$ cat config.mk
export PLATFORM = sky130hd
export DESIGN_NAME = dbg_peek_sequencer
export DESIGN_NICKNAME = d
export VERILOG_FILES = /design/src/rtl/visor_dbg_pkg.sv /design/src/rtl/dbg_step_timer.sv /design/src/rtl/dbg_peek_sequencer.sv
export SDC_FILE = /design/constraint.sdc
export NUM_CORES = 1
export LEC_CHECK = 0
export BUFFER_PORTS_ARGS = -buffer_cell sky130_fd_sc_hd__buf_2
export CAP_MARGIN = 20
export CELL_PAD_IN_SITES_DETAIL_PLACEMENT = 0
export CELL_PAD_IN_SITES_GLOBAL_PLACEMENT = 2
export CORE_AREA = 2 2 88 111
export DETAILED_ROUTE_END_ITERATION = 16
export DIE_AREA = 0 0 90 113
export PLACE_DENSITY = 0.85
export SLEW_MARGIN = 20
export SYNTH_ARGS = -nofsm -noshare
export SYNTH_HDL_FRONTEND = slang
export SYNTH_SLANG_ARGS = --single-unit
$ cat constraint.sdc
create_clock -name clk -period 2.7 [get_ports clk]
set_input_delay 0.675 -clock clk [delete_from_list [all_inputs] [get_ports clk]]
set_output_delay 0.675 -clock clk [all_outputs]
set_load 0.02 [all_outputs]
$ cat src/rtl/visor_dbg_pkg.sv
// Shared types and constants for the visor debug-port register-peek sequencer.
package visor_dbg_pkg;

    typedef enum logic [2:0] {
        IDLE,
        DIVERT,
        LOAD_PEEK,
        EXEC,
        CAPTURE,
        RESTORE,
        UNHOLD,
        RELEASE
    } state_e;

    // tg_force bit positions: {force_exec, force_load_exr, hold_state}
    localparam logic [2:0] HOLD_STATE_MASK     = 3'd1;
    localparam logic [2:0] FORCE_LOAD_EXR_MASK = 3'd2;
    localparam logic [2:0] FORCE_EXEC_MASK     = 3'd4;

    // bus_ctrl bit positions on the target debug port
    localparam logic [7:0] DIVERT_CODE_BUS_MASK = 8'd4;
    localparam logic [7:0] TG_RESET_MASK        = 8'd2;

    localparam logic [15:0] PEEK_OPCODE_BASE_DEFAULT = 16'h7c00;

    function automatic logic [15:0] peek_opcode(input logic [15:0] base, input logic [3:0] sel);
        return base | {12'd0, sel};
    endfunction

endpackage

$ cat src/rtl/dbg_step_timer.sv
// Loadable 4-bit down counter timing each sequencer step; zero_o marks the step's last cycle.
module dbg_step_timer (
    input  logic       clk,
    input  logic       reset_n,
    input  logic       load_i,
    input  logic [3:0] load_val_i,
    output logic       zero_o
);

    logic [3:0] cnt_q, cnt_d;

    always_comb begin
        cnt_d = cnt_q;
        if (load_i) begin
            cnt_d = load_val_i;
        end else if (cnt_q != 4'd0) begin
            cnt_d = cnt_q - 4'd1;
        end
    end

    always_ff @(posedge clk or negedge reset_n) begin
        if (!reset_n) begin
            cnt_q <= 4'd0;
        end else begin
            cnt_q <= cnt_d;
        end
    end

    assign zero_o = (cnt_q == 4'd0);

endmodule

$ cat src/rtl/dbg_peek_sequencer.sv
// Sequences divert/hold, forced peek-opcode load+exec, capture, and exr restore on a halted target.
module dbg_peek_sequencer
    import visor_dbg_pkg::*;
#(
    parameter logic [15:0] PEEK_OPCODE_BASE = PEEK_OPCODE_BASE_DEFAULT,
    parameter int          SETTLE_CYCLES    = 2,
    parameter int          CAPTURE_DELAY    = 1
) (
    input  logic        clk,
    input  logic        reset_n,
    input  logic        req,
    input  logic [3:0]  reg_sel,
    input  logic        tg_halted,
    input  logic [15:0] exr_shadow,
    input  logic [15:0] peek_data,
    output logic        divert_code_bus,
    output logic [2:0]  tg_force,
    output logic [15:0] force_opcode,
    output logic        busy,
    output logic        done,
    output logic        err,
    output logic [15:0] result
);

    localparam logic [3:0] SETTLE_LD  = 4'(SETTLE_CYCLES - 1);
    localparam logic [3:0] CAPTURE_LD = (CAPTURE_DELAY == 0) ? 4'd0 : 4'(CAPTURE_DELAY - 1);

    state_e      state_q, state_d;
    logic [3:0]  sel_q, sel_d;
    logic [15:0] shadow_q, shadow_d;
    logic        divert_q, divert_d;
    logic [2:0]  tg_force_q, tg_force_d;
    logic [15:0] opcode_q, opcode_d;
    logic        busy_q, busy_d;
    logic        done_q, done_d;
    logic        err_q, err_d;
    logic [15:0] result_q, result_d;

    logic        step_load;
    logic [3:0]  step_ld_val;
    logic        step_zero;

    dbg_step_timer u_step_timer (
        .clk        (clk),
        .reset_n    (reset_n),
        .load_i     (step_load),
        .load_val_i (step_ld_val),
        .zero_o     (step_zero)
    );

    always_comb begin
        state_d     = state_q;
        sel_d       = sel_q;
        shadow_d    = shadow_q;
        result_d    = result_q;
        err_d       = 1'b0;
        divert_d    = 1'b0;
        tg_force_d  = 3'b000;
        opcode_d    = opcode_q;
        done_d      = 1'b0;
        step_ld_val = 4'd0;

        case (state_q)
            IDLE: begin
                if (req) begin
                    if (tg_halted) begin
                        state_d  = DIVERT;
                        sel_d    = reg_sel;
                        shadow_d = exr_shadow;
                    end else begin
                        err_d = 1'b1;
                    end
                end
            end
            DIVERT:    if (step_zero) state_d = LOAD_PEEK;
            LOAD_PEEK: if (step_zero) state_d = EXEC;
            EXEC:      if (step_zero) state_d = CAPTURE;
            CAPTURE: begin
                if (step_zero) begin
                    result_d = peek_data;
                    state_d  = RESTORE;
                end
            end
            RESTORE:   if (step_zero) state_d = UNHOLD;
            UNHOLD:    state_d = RELEASE;
            RELEASE:   state_d = IDLE;
            default:   state_d = IDLE;
        endcase

        // Outputs are registered from the next state so they change on the same edge as the state.
        case (state_d)
            IDLE: opcode_d = 16'd0;
            DIVERT: begin
                divert_d    = 1'b1;
                tg_force_d  = HOLD_STATE_MASK;
                step_ld_val = SETTLE_LD;
            end
            LOAD_PEEK: begin
                divert_d    = 1'b1;
                tg_force_d  = HOLD_STATE_MASK | FORCE_LOAD_EXR_MASK;
                opcode_d    = peek_opcode(PEEK_OPCODE_BASE, sel_d);
                step_ld_val = SETTLE_LD;
            end
            EXEC: begin
                divert_d    = 1'b1;
                tg_force_d  = HOLD_STATE_MASK | FORCE_EXEC_MASK;
                step_ld_val = SETTLE_LD;
            end
            CAPTURE: begin
                divert_d    = 1'b1;
                tg_force_d  = HOLD_STATE_MASK;
                step_ld_val = CAPTURE_LD;
            end
            RESTORE: begin
                divert_d    = 1'b1;
                tg_force_d  = HOLD_STATE_MASK | FORCE_LOAD_EXR_MASK;
                opcode_d    = shadow_d;
                step_ld_val = SETTLE_LD;
            end
            UNHOLD: divert_d = 1'b1;
            RELEASE: begin
                opcode_d = 16'd0;
                done_d   = 1'b1;
            end
            default: opcode_d = 16'd0;
        endcase

        busy_d    = (state_d != IDLE);
        step_load = (state_d != state_q);
    end

    always_ff @(posedge clk or negedge reset_n) begin
        if (!reset_n) begin
            state_q    <= IDLE;
            sel_q      <= 4'd0;
            shadow_q   <= 16'd0;
            divert_q   <= 1'b0;
            tg_force_q <= 3'b000;
            opcode_q   <= 16'd0;
            busy_q     <= 1'b0;
            done_q     <= 1'b0;
            err_q      <= 1'b0;
            result_q   <= 16'd0;
        end else begin
            state_q    <= state_d;
            sel_q      <= sel_d;
            shadow_q   <= shadow_d;
            divert_q   <= divert_d;
            tg_force_q <= tg_force_d;
            opcode_q   <= opcode_d;
            busy_q     <= busy_d;
            done_q     <= done_d;
            err_q      <= err_d;
            result_q   <= result_d;
        end
    end

    assign divert_code_bus = divert_q;
    assign tg_force        = tg_force_q;
    assign force_opcode    = opcode_q;
    assign busy            = busy_q;
    assign done            = done_q;
    assign err             = err_q;
    assign result          = result_q;

endmodule

# Word-level counts from Yosys, hierarchy flattened
# Index checks and enable logic that the tools add are counted.
# classes
addsub	1
reduce_logical	13
eq_ne	15
mux	24
# op_table
cell	count
two-way mux 16 bit	3
case mux 16 bit (3 select lines)	1
== test 3 bit (second input constant)	8
case mux 3 bit (8 select lines)	1
two-way mux 3 bit	7
two-way mux 4 bit	5
== test 3 x 2 -> 1 bit (second input constant)	4
case mux 3 bit (3 select lines)	1
== test 3 x 1 -> 1 bit (second input constant)	2
logical NOT 3 bit	2
two-way mux 1 bit	6
nonzero test 3 bit	2
OR reduction 2 bit	3
OR reduction 6 bit	1
logical NOT 4 bit	1
nonzero test 4 bit	1
OR reduction 4 bit	1
subtractor 4 x 1 -> 4 bit (second input constant)	1
!= test 3 bit	1
AND reduction 2 bit	1
nonzero test 2 bit	1
# word_totals
output_inout_bits	39
word_cells	64
inputBits	40
reg_bits	66

# Logic depth before layout (Yosys ltp)
# Gate-level depths: netlist of run 1.
# depth
ltp_word	7
ltp_mapped	8
ltp_nobuf	6

# By module
# A second synthesis of run 1 with hierarchy kept.
# hier_totals
cells_unflattened	225
hier_area_um2	2841.5
# modules_own_cells
module	area_each_um2	cells_each	n_inst	seq_area_each_um2
dbg_peek_sequencer	2608.8	202	1	1551.5
dbg_step_timer	232.7	23	1	100.1

# Worst setup path after synthesis of run 1
# OpenSTA, ideal clock, no wires.
# synth_timing
kind	flip-flop to flip-flop
start	register u_step_timer.cnt_q[0]
end	register opcode_q[4], in the netlist force_opcode[4]
path_stages_with_launch	9
synth_period_minus_slack_ns	1.920
required_ns	2.578
slack_ns	0.780
setup_ns	0.122
t_arrival_ns	1.798
cell_sequence	dfrtp_1 > inv_1 > ha_1 > nor3b_4 > buf_4 > nor3_1 > a2111oi_4 > buf_6 > o2bb2ai_1
# synth_between
elab_chain_len	6
# synth_lines
item	line	text
from (decl)	dbg_step_timer.sv:10	logic [3:0] cnt_q, cnt_d;
from (signal assigned)	dbg_step_timer.sv:25	cnt_q <= cnt_d;
logical NOT 4 bit (*)	dbg_step_timer.sv:29	assign zero_o = (cnt_q == 4'd0);
two-way mux 3 bit (on tied branches)	n/a	
case mux 3 bit (8 select lines) (*)	dbg_peek_sequencer.sv:63	case (state_q)
== test 3 bit / logical NOT 3 bit (equally long branches)	dbg_peek_sequencer.sv:91	case (state_d)
OR reduction 2 bit (no line)	n/a	
case mux 16 bit (3 select lines) / nonzero test 3 bit (equally long branches)	n/a	
to (signal assigned)	dbg_peek_sequencer.sv:150	opcode_q <= opcode_d;
to (decl)	dbg_peek_sequencer.sv:33	logic [15:0] opcode_q, opcode_d;
# Mark *: on every way between the ends. The rest lies on a longest branch, timed or not.
# A chain may end at the register's enable or synchronous reset.

# Final worst setup path of run 1
# layout_timing
start	register u_step_timer.cnt_q[0]
end	register opcode_q[8], in the netlist force_opcode[8]
# The elaborated chain is that of the path after synthesis.

==> metrics.md, run 1 <==
| Metric | Value |
|---|---|
| Effective utilization at floorplan | between 30 and 40% |
| Number of nets in the layout | 378 |
| Pin count of the biggest net entering global routing | between 60 and 70 |
| Post-place setup slack | 0.5383 ns |
| Number of H-tree levels | 3 |
| Measured slew at the worst slew-check pin | between 0.6 and 0.7 ns |
| Drt total wl | 6.729 mm |
| Chip Height | 113 um |
| Final period utilization | about four fifths |
| Root Driver | sky130_fd_sc_hd__clkbuf_16 |
| Final RePlAce weighted congestion | around 0.78 |
| Class of the worst hold path | primary input to asynchronous set/reset pin |
| Arrival time of data at the critical path endpoint | about 2.4 ns |
| Post CTS Setup Buffer Count | 0 |
| Shortest period the worst path allows | 2.202 ns |
| Wire per inst | 14.50 um |
| Clock transition at the register clock pins on the worst setup and hold paths after CTS | 0.06 ns |
| Number of buffers inserted during clock tree synthesis | 9 |
| DRC violations left | 0 |
| Die ar. | 10170 um^2 |
| Sequential share of the synthesized area | a little under three fifths |
| Layout Cell Area excl Fill | ~3800 um^2 |
| Via count of the first global-routing pass | between 2000 and 2500 |
| Hold slack | ~0.36 ns |
| Maximum net fanout on the critical path | 16 |
| Run status | finished, final reports clean |
| Number of distinct library cell variants in the gate-level netlist after synthesis | 44 |
| Number of max-slew violations in the final report | 0 |
| Number of vias per cell after detailed routing | ~4.8 |
| Leakage | 0.001712 uW |
| Detailed-route via count | ~2200 |
| Count of TritonRoute iterations in the first routing pass | 4 |
| Final setup violation count | 0 |
| Sum of negative setup slack | 0 ns |
| Library cell with the highest instance count after synthesis | sky130_fd_sc_hd__dfrtp_1 |
| CP Launch Type | flop |
| Worst voltage drop across the vdd grid | a little under 500 uV |
| DRT iter0 DRCs | between 80 and 90 |
| Final Power | 4964 uW |
| Unrepaired setup endpoints after global routing | no |
| Biggest area consumer among synthesized cells | sky130_fd_sc_hd__dfrtp_1 |
| Nets in the synthesized netlist | about 300 |
| Crit Path Category | flop to flop |
| Final antenna diode count | 0 |
| Post-synth top cells | sky130_fd_sc_hd__dfrtp_1 (66), sky130_fd_sc_hd__mux2_1 (23), sky130_fd_sc_hd__nand2_1 (19) |
| # clock sinks | 66 |
| Global-route wire length before repair | approximately 11 mm |
| # port buffers | 78 |
| Cells after synthesis | about 250 |
| Endpoint class of the critical path | flop |
| Number of enable flip-flop cells after synthesis | 0 |
| Cell types occupying the most area after synthesis | sky130_fd_sc_hd__dfrtp_1 (57%), sky130_fd_sc_hd__mux2_1 (8.9%), sky130_fd_sc_hd__a211oi_1 (3.6%) |
| Cell area power density | 1319 nW/um^2 |
| Latest clock arrival within the worst-skew pair | 0.33 ns |
| Overall track demand over capacity in global routing | between 10% and 20% |
| Fin Clk Skew | between 0.005 and 0.006 ns |
| Maximum clock insertion buffer count | 2 |
| Core Area | 9076 um^2 |
| Synthesized area divided by synthesized cell count | 11.52 um^2 |
| Final worst slack | between 0.4 and 0.5 ns |
| Number of buffers added to fix hold violations after cts | 0 |
| Upper clock frequency limit | about 0.45 GHz |
| Row cnt | 39 |
| Headroom to the max-slew limit | between 50% and 60% |
| Yosys warning total | 0 |
| Area Growth Syn to Fin | 29.20% |
| Placed cell areas | 3471 um^2 |
| Total half-perimeter wirelength after legalization and detailed placement | 4.693 mm |
| Yosys top cell area share | roughly 57% |
| Number of routed nets with antenna violations | 0 |
| Antenna violations before repair | 0 |
| Remaining global-route overflow | 0 |
| Die extent in x | about 90 um |
| Prevailing post-synth register cell | sky130_fd_sc_hd__dfrtp_1 |
| Boundary pin count | 79 |
| Maximum Capacitance Violations | 0 |
| Post-cts gate resize count | 0 |
| Flops & latches, synth | 66 |
| Share of cells above drive strength 1 | a little under a third |
| CTS tree | built |
| CP required | slightly below 3 ns |
| Cell area after synthesis | 2914 um^2 |
| Post-synth ARST share | 100.0% |
| Number of failing hold endpoints at the final stage | 0 |
-- cell families (layout without fill, tap and decap cells) --
family | count (synthesis) | count (layout) | share of synthesized area [%]
AND/OR/NAND/NOR | 66 | 66 | 12.24
adder cells (fa/ha/maj) | 2 | 2 | 0.8586
XOR/XNOR | 2 | 2 | 0.6012
AO/OA/AOI/OAI | 61 | 61 | 15.37
buffers and inverters | 31 | 119 | 4.637
multiplexers | 25 | 25 | 9.618
flip-flops | 66 | 66 | 56.68
-- metal layers --
metal  global-route usage, %  part of all wire [%]
met5                       0                     0
met4                   5.538                   1.6
met3                   4.261                   5.1
met2                   23.96                    49
met1                   16.91                    44
-- worst max-delay path, cell delays in order (launching register included) --
cell	delay, ns
sky130_fd_sc_hd__dfrtp_1	0.41
sky130_fd_sc_hd__inv_1	0.09
sky130_fd_sc_hd__ha_1	0.21
sky130_fd_sc_hd__nor3b_4	0.41
sky130_fd_sc_hd__mux2i_1	0.19
sky130_fd_sc_hd__a2111oi_4	0.38
sky130_fd_sc_hd__buf_4	0.28
sky130_fd_sc_hd__o2bb2ai_1	0.11
-- placed cells by master, fill, tap and decap left out, types with 2 or more instances in the layout --
| master | n |
|---|---|
| sky130_fd_sc_hd__or4_1 | 2 |
| sky130_fd_sc_hd__a21oi_1 | 6 |
| sky130_fd_sc_hd__clkinv_2 | 3 |
| sky130_fd_sc_hd__mux2_1 | 23 |
| sky130_fd_sc_hd__o21ai_1 | 14 |
| sky130_fd_sc_hd__inv_1 | 13 |
| sky130_fd_sc_hd__buf_4 | 10 |
| sky130_fd_sc_hd__nand2b_1 | 3 |
| sky130_fd_sc_hd__nand3b_1 | 3 |
| sky130_fd_sc_hd__buf_2 | 78 |
| sky130_fd_sc_hd__a211oi_1 | 14 |
| sky130_fd_sc_hd__clkinvlp_4 | 2 |
| sky130_fd_sc_hd__ha_1 | 2 |
| sky130_fd_sc_hd__nor2_1 | 9 |
| sky130_fd_sc_hd__o2bb2ai_1 | 7 |
| sky130_fd_sc_hd__nor3b_1 | 3 |
| sky130_fd_sc_hd__xnor2_1 | 2 |
| sky130_fd_sc_hd__nand3_1 | 11 |
| sky130_fd_sc_hd__dfrtp_1 | 66 |
| sky130_fd_sc_hd__or3_1 | 3 |
| sky130_fd_sc_hd__clkbuf_16 | 9 |
| sky130_fd_sc_hd__nand2_1 | 19 |
| sky130_fd_sc_hd__o22a_1 | 10 |
| sky130_fd_sc_hd__nor3_1 | 6 |
-- area by class of cell --
type                            count  area [um^2]
Tap cell                          123        153.9
Clock inverter                      7        68.82
Timing Repair Buffer               89        485.5
Fill cell                         896         5311
Multi-Input combinational cell    156         1127
Sequential cell                    66         1652
Inverter                           14        52.55
Clock buffer                        9        225.2
-- metrics by stage --
step	util, %	instances
2_1_floorplan	-	253
3_3_place_gp	38.24	448
3_5_place_dp	38.24	448
4_1_cts	41.48	464
5_1_grt	41.48	464
6_report	41.48	464
-- power breakdown --
group / switching (uW) / internal (uW)
Combinational: 1300 / 873
Clock: 429 / 711
Sequential: 207 / 1440
Total: 1930 / 3030
-- flip-flops by register name, indices dropped and copies added, names as in the netlist, 3 cells and up --
signal	count
force_opcode	16
result	16
sel_q	4
shadow_q	16
state_q	3
tg_force	3
u_step_timer.cnt_q	4
-- path summary, 6_finish.rpt --
kind	start	to	slack (ns)	cells after the start
setup / recovery	u_step_timer.cnt_q[0]	force_opcode[8]	0.50	7
hold / removal	reset_n	result[6]	0.36	2
setup reg to reg	u_step_timer.cnt_q[0]	force_opcode[8]	0.50	7
hold reg to reg	shadow_q[9]	shadow_q[9]	0.48	1
max in group asynchronous	reset_n	force_opcode[3]	2.06	2
min in group clk	shadow_q[9]	shadow_q[9]	0.48	1
(Power assumes the default switching activity.)
==> inputs of run 2 (changes only) <==
Settings changed: CORE_AREA 2 2 88 111 to 2 2 92 116, DIE_AREA 0 0 90 113 to 0 0 94 118, PLACE_DENSITY 0.85 to 0.82.
Clock period 2.7 ns to 1.8 ns, I/O delays scaled along.
==> run 2 against run 1 <==
Net effect:
- the run now ends with negative setup slack left
- critical path depth grew 2
- die area increased by 9.1%
- fmax up 16%
- clock power rose by 37%
- total power is 73% higher
- count of clock-buffer cells in the layout rose by 1
- wire length increased by 13%
- via count grew 5.7%
- final cell count grew 7.1%
- register-to-register slack lost 0.60 ns
- first-iteration DRC count is 26% higher
- critical path type unchanged
- largest cell class unchanged
==> metrics.md, run 2 (synthesized netlist as in run 1, its figures left out) <==
| Metric | Value |
|---|---|
| Via count of the first global-routing pass | 2393 (was 2278) |
| Post-placement cell count | 472 (was 448) |
| Endpoint class of the critical path | flop (unchanged) |
| Crit Path Category | flop to flop (unchanged) |
| Number of nets in the layout | 405 (was 378) |
| Chip Height | 118 um (was 113 um) |
| Antenna violations before repair | 0 (unchanged) |
| # port buffers | 78 (unchanged) |
| Final Power | 8576 uW (was 4964 uW) |
| DRT iter0 DRCs | 110 (was 87) |
| # clock sinks | 66 (unchanged) |
| Overall track demand over capacity in global routing | 13.63% (was 14.13%) |
| Share of cells above drive strength 1 | 50.54% (was 31.96%) |
| Clock transition at the register clock pins on the worst setup and hold paths after CTS | 0.05 ns (was 0.06 ns) |
| Unrepaired setup endpoints after global routing | yes (was no) |
| Final worst slack | -0.1024 ns (was 0.4977 ns) |
| Violated checks | negative setup slack |
| Shortest period the worst path allows | 1.902 ns (was 2.202 ns) |
| Run status | finished with violations (was finished, final reports clean) |
| Area taken by multi-input logic gates | 1381 um^2 (was 1127 um^2) |
| Leakage | 0.002003 uW (was 0.001712 uW) |
| Fin Clk Skew | 0.005462 ns (was 0.005289 ns) |
| Worst voltage drop across the vdd grid | 767.9 uV (was 496.1 uV) |
| Latest clock arrival within the worst-skew pair | 0.32 ns (was 0.33 ns) |
| Number of H-tree levels | 3 (unchanged) |
| Maximum Capacitance Violations | 0 (unchanged) |
| Core Area | 10000 um^2 (was 9076 um^2) |
| Root Driver | sky130_fd_sc_hd__clkbuf_16 (unchanged) |
| Final RePlAce weighted congestion | 0.7922 (was 0.7771) |
| Pin count of the biggest net entering global routing | 67 (unchanged) |
| Final antenna diode count | 0 (unchanged) |
| CP required | 2.06 ns (was 2.91 ns) |
| Measured slew at the worst slew-check pin | 0.3969 ns (was 0.6990 ns) |
| Detailed-route via count | 2351 (was 2224) |
| Final period utilization | 105.7% (was 81.57%) |
| Number of routed nets with antenna violations | 0 (unchanged) |
| Count of filler cells inserted in the layout | 963 (was 896) |
| Upper clock frequency limit | 0.5257 GHz (was 0.4541 GHz) |
| Die extent in x | 94 um (was 90 um) |
| Boundary pin count | 79 (unchanged) |
| Sum of negative setup slack | -1.340 ns (was 0 ns) |
| Class of the worst hold path | primary input to asynchronous set/reset pin (unchanged) |
| Die ar. | 11090 um^2 (was 10170 um^2) |
| CP Launch Type | flop (unchanged) |
| Register area | 1652 um^2 (unchanged) |
| Count of TritonRoute iterations in the first routing pass | 4 (unchanged) |
| Cell area power density | 2003 nW/um^2 (was 1319 nW/um^2) |
| DRC violations left | 0 (unchanged) |
| Row cnt | 41 (was 39) |
| Final setup violation count | 27 (was 0) |
| Arrival time of data at the critical path endpoint | 2.17 ns (was 2.41 ns) |
| CTS tree | built (unchanged) |
| Remaining global-route overflow | 0 (unchanged) |
| Global-route wire length before repair | 11.65 mm (was 11.31 mm) |
| Headroom to the max-slew limit | 73.54% (was 53.40%) |
| Total half-perimeter wirelength after legalization and detailed placement | 5.132 mm (was 4.693 mm) |
| Number of buffers inserted during clock tree synthesis | 9 (unchanged) |
| Effective utilization at floorplan | 29.13% (was 32.11%) |
| Most frequent cells in the layout | sky130_fd_sc_hd__buf_2 (78), sky130_fd_sc_hd__dfrtp_1 (66), sky130_fd_sc_hd__buf_4 (29), sky130_fd_sc_hd__nand2_1 (19), sky130_fd_sc_hd__mux2_4 (17) (was sky130_fd_sc_hd__buf_2 (78), sky130_fd_sc_hd__dfrtp_1 (66), sky130_fd_sc_hd__mux2_1 (23), sky130_fd_sc_hd__nand2_1 (19)) |
| Final std cells w/o fill | 497 (was 464) |
| Wire per inst | 15.26 um (was 14.50 um) |
| Area Growth Syn to Fin | 46.93% (was 29.20%) |
| Most frequent standard cell in the layout excluding fill and tap cells | sky130_fd_sc_hd__buf_2 (unchanged) |
| Maximum net fanout on the critical path | 8 (was 16) |
| Number of vias per cell after detailed routing | 4.730 (was 4.793) |
| Post-place setup slack | -0.1493 ns (was 0.5383 ns) |
| Drt total wl | 7.582 mm (was 6.729 mm) |
| Maximum clock insertion buffer count | 2 (unchanged) |
| Number of max-slew violations in the final report | 0 (unchanged) |
| Number of buffers added to fix hold violations after cts | 0 (unchanged) |
| Number of failing hold endpoints at the final stage | 0 (unchanged) |
[run 2: cell types whose count changed in the layout (fill, tap and decap cells not counted), sizes merged]
cell      delta
clkinvlp     -1
buf         +25
inv          -1
clkbuf       +3
clkinv       +2
bufinv       -1
[run 2: area by class of cell]
class	instances	area share (%)
flip-flops and latches	66	38.57
clock inverters	6	0.7598
multi-input cells	156	32.26
well taps	129	3.770
inverters	14	1.227
repair buffers	116	17.83
clock buffers	10	5.582
[run 2: layer usage]
metal / global-route usage (%) / up-vias / wire [um] / share of wire, %
li1: - / 1124 / - / -
met1: 15.71 / 1165 / 3241 / 43
met2: 23.39 / 54 / 3903 / 51
met3: 4.289 / 8 / 360 / 4.7
met4: 4.982 / 0 / 77 / 1.0
met5: 0 / - / 0 / 0
[run 2: worst paths after layout]
| check | start | to | slack (ns) | depth (start not counted) |
|---|---|---|---|---|
| setup reg to reg | u_step_timer.cnt_q[1] | force_opcode[0] | -0.10 | 9 |
| max in group asynchronous | reset_n | tg_force[1] | 1.37 | 2 |
| setup / recovery | u_step_timer.cnt_q[1] | force_opcode[0] | -0.10 | 9 |
| hold reg to reg | shadow_q[9] | shadow_q[9] | 0.50 | 1 |
| hold / removal | reset_n | result[12] | 0.14 | 2 |
| min in group clk | reg_sel[3] | sel_q[3] | 0.34 | 3 |
[run 2: power breakdown]
group	internal, uW	leakage, uW	switching, uW	total (uW)
combinational	2130	0.00106	2410	4540
sequential	2170	0.000803	307	2480
clock	954	0.000138	604	1560
[run 2: repair_timing]
| action | 4_1_cts | 5_1_grt |
|---|---|---|
| buffers inserted | 4 | 4 |
| resized for setup | 15 | 27 |
| endpoints found under the setup margin | 24 | 40 |
| gates cloned | 1 | 1 |
| pin swaps | 4 | 6 |
[run 2: critical path: stages (launching register included)]
cell and delay [ns]:
sky130_fd_sc_hd__dfrtp_1 0.38, sky130_fd_sc_hd__inv_2 0.09, sky130_fd_sc_hd__ha_4 0.14, sky130_fd_sc_hd__nor3b_4 0.23, sky130_fd_sc_hd__buf_6 0.15, sky130_fd_sc_hd__nor3_2 0.05
sky130_fd_sc_hd__a2111oi_4 0.34, sky130_fd_sc_hd__buf_4 0.19, sky130_fd_sc_hd__clkbuf_16 0.15, sky130_fd_sc_hd__o22a_1 0.12
[run 2: per-stage QoR]
| stage | hold WS, ns | utilization, % | cell area [um^2] |
|---|---|---|---|
| after floorplan | 0.1544 | - | 3017 |
| after global placement | 0.4657 | 37.34 | 3735 |
| after detailed placement | 0.4714 | 37.34 | 3735 |
| after CTS | 0.1483 | 41.40 | 4141 |
| after global routing | 0.1667 | 42.80 | 4282 |
| final | 0.1379 | 42.80 | 4282 |
==> inputs of run 3 (changes only) <==
Settings changed: SKIP_CTS_REPAIR_TIMING from default to 1.
==> run 3 against run 2 <==
Net effect:
- via count decreased by 1.2%
- wire length decreased by 5.8%
- cell area decreased by 3.5%
- combinational power decreased by 6.6%
- first-iteration DRC count decreased by 5.5%
- count of clock-buffer cells in the layout unchanged
- highest routed layer unchanged
- flip-flop and latch count unchanged
- fmax decreased by 3.0%
- clock skew about the same
- the flow still finishes with violations (negative setup slack)
- register-to-register slack got worse by 0.06 ns
- total power decreased by 3.6%
==> metrics.md, run 3 (synthesized netlist as in run 1, its figures left out) <==
| Metric | Value |
|---|---|
| # clock sinks | 66 (unchanged) |
| Overall track demand over capacity in global routing | 13.25% (was 13.63%) |
| Headroom to the max-slew limit | 71.89% (was 73.54%) |
| Upper clock frequency limit | 0.5100 GHz (was 0.5257 GHz) |
| DRC violations left | 0 (unchanged) |
| Cell area power density | 2000 nW/um^2 (was 2003 nW/um^2) |
| Row cnt | 41 (unchanged) |
| Measured slew at the worst slew-check pin | 0.4188 ns (was 0.3969 ns) |
| Crit Path Category | flop to flop (unchanged) |
| Detailed-route via count | 2323 (was 2351) |
| Most frequent cells in the layout | sky130_fd_sc_hd__buf_2 (78), sky130_fd_sc_hd__dfrtp_1 (66), sky130_fd_sc_hd__buf_4 (30), sky130_fd_sc_hd__nand2_1 (19) (was sky130_fd_sc_hd__buf_2 (78), sky130_fd_sc_hd__dfrtp_1 (66), sky130_fd_sc_hd__buf_4 (29), sky130_fd_sc_hd__nand2_1 (19), sky130_fd_sc_hd__mux2_4 (17)) |
| Die extent in x | 94 um (unchanged) |
| Leakage | 0.001927 uW (was 0.002003 uW) |
| CP required | 1.99 ns (was 2.06 ns) |
| Wire per inst | 14.43 um (was 15.26 um) |
| Remaining global-route overflow | 0 (unchanged) |
| Most frequent standard cell in the layout excluding fill and tap cells | sky130_fd_sc_hd__buf_2 (unchanged) |
| Number of routed nets with antenna violations | 0 (unchanged) |
| Pin count of the biggest net entering global routing | 67 (unchanged) |
| Final worst slack | -0.1609 ns (was -0.1024 ns) |
| Latest clock arrival within the worst-skew pair | 0.33 ns (was 0.32 ns) |
| Antenna violations before repair | 0 (unchanged) |
| Final period utilization | 108.9% (was 105.7%) |
| Endpoint class of the critical path | flop (unchanged) |
| Class of the worst hold path | primary input to asynchronous set/reset pin (unchanged) |
| Final std cells w/o fill | 495 (was 497) |
| Die ar. | 11090 um^2 (unchanged) |
| Total half-perimeter wirelength after legalization and detailed placement | 5.132 mm (unchanged) |
| Area Growth Syn to Fin | 41.82% (was 46.93%) |
| Shortest period the worst path allows | 1.961 ns (was 1.902 ns) |
| Run status | finished with violations (unchanged) |
| Drt total wl | 7.141 mm (was 7.582 mm) |
| Number of nets in the layout | 403 (was 405) |
| CP Launch Type | flop (unchanged) |
| Maximum clock insertion buffer count | 2 (unchanged) |
| Root Driver | sky130_fd_sc_hd__clkbuf_16 (unchanged) |
| Effective utilization at floorplan | 29.13% (unchanged) |
| Worst-case register-to-register setup slack | -0.16 ns (was -0.10 ns) |
| Global-route wire length before repair | 11.34 mm (was 11.65 mm) |
| Clock transition at the register clock pins on the worst setup and hold paths after CTS | 0.05 ns (about the same) |
| Final setup violation count | 19 (was 27) |
| DRT iter0 DRCs | 104 (was 110) |
| Violated checks | negative setup slack (unchanged) |
| Count of TritonRoute iterations in the first routing pass | 4 (unchanged) |
| Worst voltage drop across the vdd grid | 740.8 uV (was 767.9 uV) |
| Number of max-slew violations in the final report | 0 (unchanged) |
| Post-placement cell count | 472 (unchanged) |
| Final antenna diode count | 0 (unchanged) |
| Unrepaired setup endpoints after global routing | yes (unchanged) |
| Number of vias per cell after detailed routing | 4.693 (was 4.730) |
| Chip Height | 118 um (unchanged) |
| Maximum net fanout on the critical path | 5 (was 8) |
| Placed cell areas | 3735 um^2 (unchanged) |
| Arrival time of data at the critical path endpoint | 2.15 ns (was 2.17 ns) |
| Number of buffers inserted during clock tree synthesis | 9 (unchanged) |
| Fin Clk Skew | 0.005298 ns (was 0.005462 ns) |
| Via count of the first global-routing pass | 2350 (was 2393) |
| CTS tree | built (unchanged) |
| Boundary pin count | 79 (unchanged) |
| Final RePlAce weighted congestion | 0.7922 (unchanged) |
| Maximum Capacitance Violations | 0 (unchanged) |
| # port buffers | 78 (unchanged) |
| Core occupancy in the finished layout | 41.31% (was 42.80%) |
| Number of failing hold endpoints at the final stage | 0 (unchanged) |
| Number of H-tree levels | 3 (unchanged) |
| Core Area | 10000 um^2 (unchanged) |
| Share of cells above drive strength 1 | 44.81% (was 50.54%) |
| Layout Cell Area excl Fill | 4133 um^2 (was 4282 um^2) |
## run 3: changes by cell type in the layout (fill, tap and decap cells not counted), sizes merged
cell	before	now
buf	114	113
clkbuf	12	11
## run 3: worst max-delay path, stage by stage (launching register included)
cell and delay (ns):
sky130_fd_sc_hd__dfrtp_1 0.38, sky130_fd_sc_hd__inv_2 0.09, sky130_fd_sc_hd__ha_4 0.15, sky130_fd_sc_hd__nor3b_4 0.29, sky130_fd_sc_hd__buf_6 0.17, sky130_fd_sc_hd__nor2_4 0.03
sky130_fd_sc_hd__o22a_1 0.21, sky130_fd_sc_hd__or4_1 0.50
## run 3: through the flow
stage	hold WS (ns)	total power (uW)	setup WS (ns)	TNS, ns
finish	0.1305	8265	-0.1609	-1.950
global route	0.1676	8826	-0.2227	-3.288
CTS	0.1483	7994	-0.1677	-2.411
detailed placement	0.4714	6387	-0.1493	-2.012
global placement	0.4657	6308	-0.1208	-1.717
floorplan	0.1544	4831	-0.08905	-1.149
## run 3: power by group
part | internal (uW) | switching (uW) | total, uW
registers | 2170 | 296 | 2460
clock network | 954 | 605 | 1560
logic | 2000 | 2240 | 4240
## run 3: metal layers
layer,GRT usage (%),vias to the layer above,routed length [um]
met5,0,-,0
met3,3.713,10,377
met2,22.54,56,3720
met1,15.29,1138,2921
met4,5.797,0,121
li1,-,1119,-
## run 3: path summary, 6_finish.rpt
kind / startpoint / cells after the start / endpoint
max: u_step_timer.cnt_q[1] / 7 / busy
min: reset_n / 2 / result[12]
max reg2reg: u_step_timer.cnt_q[1] / 7 / busy
min reg2reg: result[5] / 1 / result[5]
max in group asynchronous: reset_n / 2 / tg_force[1]
min in group clk: reg_sel[3] / 3 / sel_q[3]
## run 3: cell type report
type	count	area (um^2)
flip-flops and latches	66	1652
clock buffers	10	239.0
well taps	129	161.4
repair buffers	114	732.0
fillers	982	5871
inverters	14	52.55
clock inverters	6	32.53
multi-input cells	156	1264
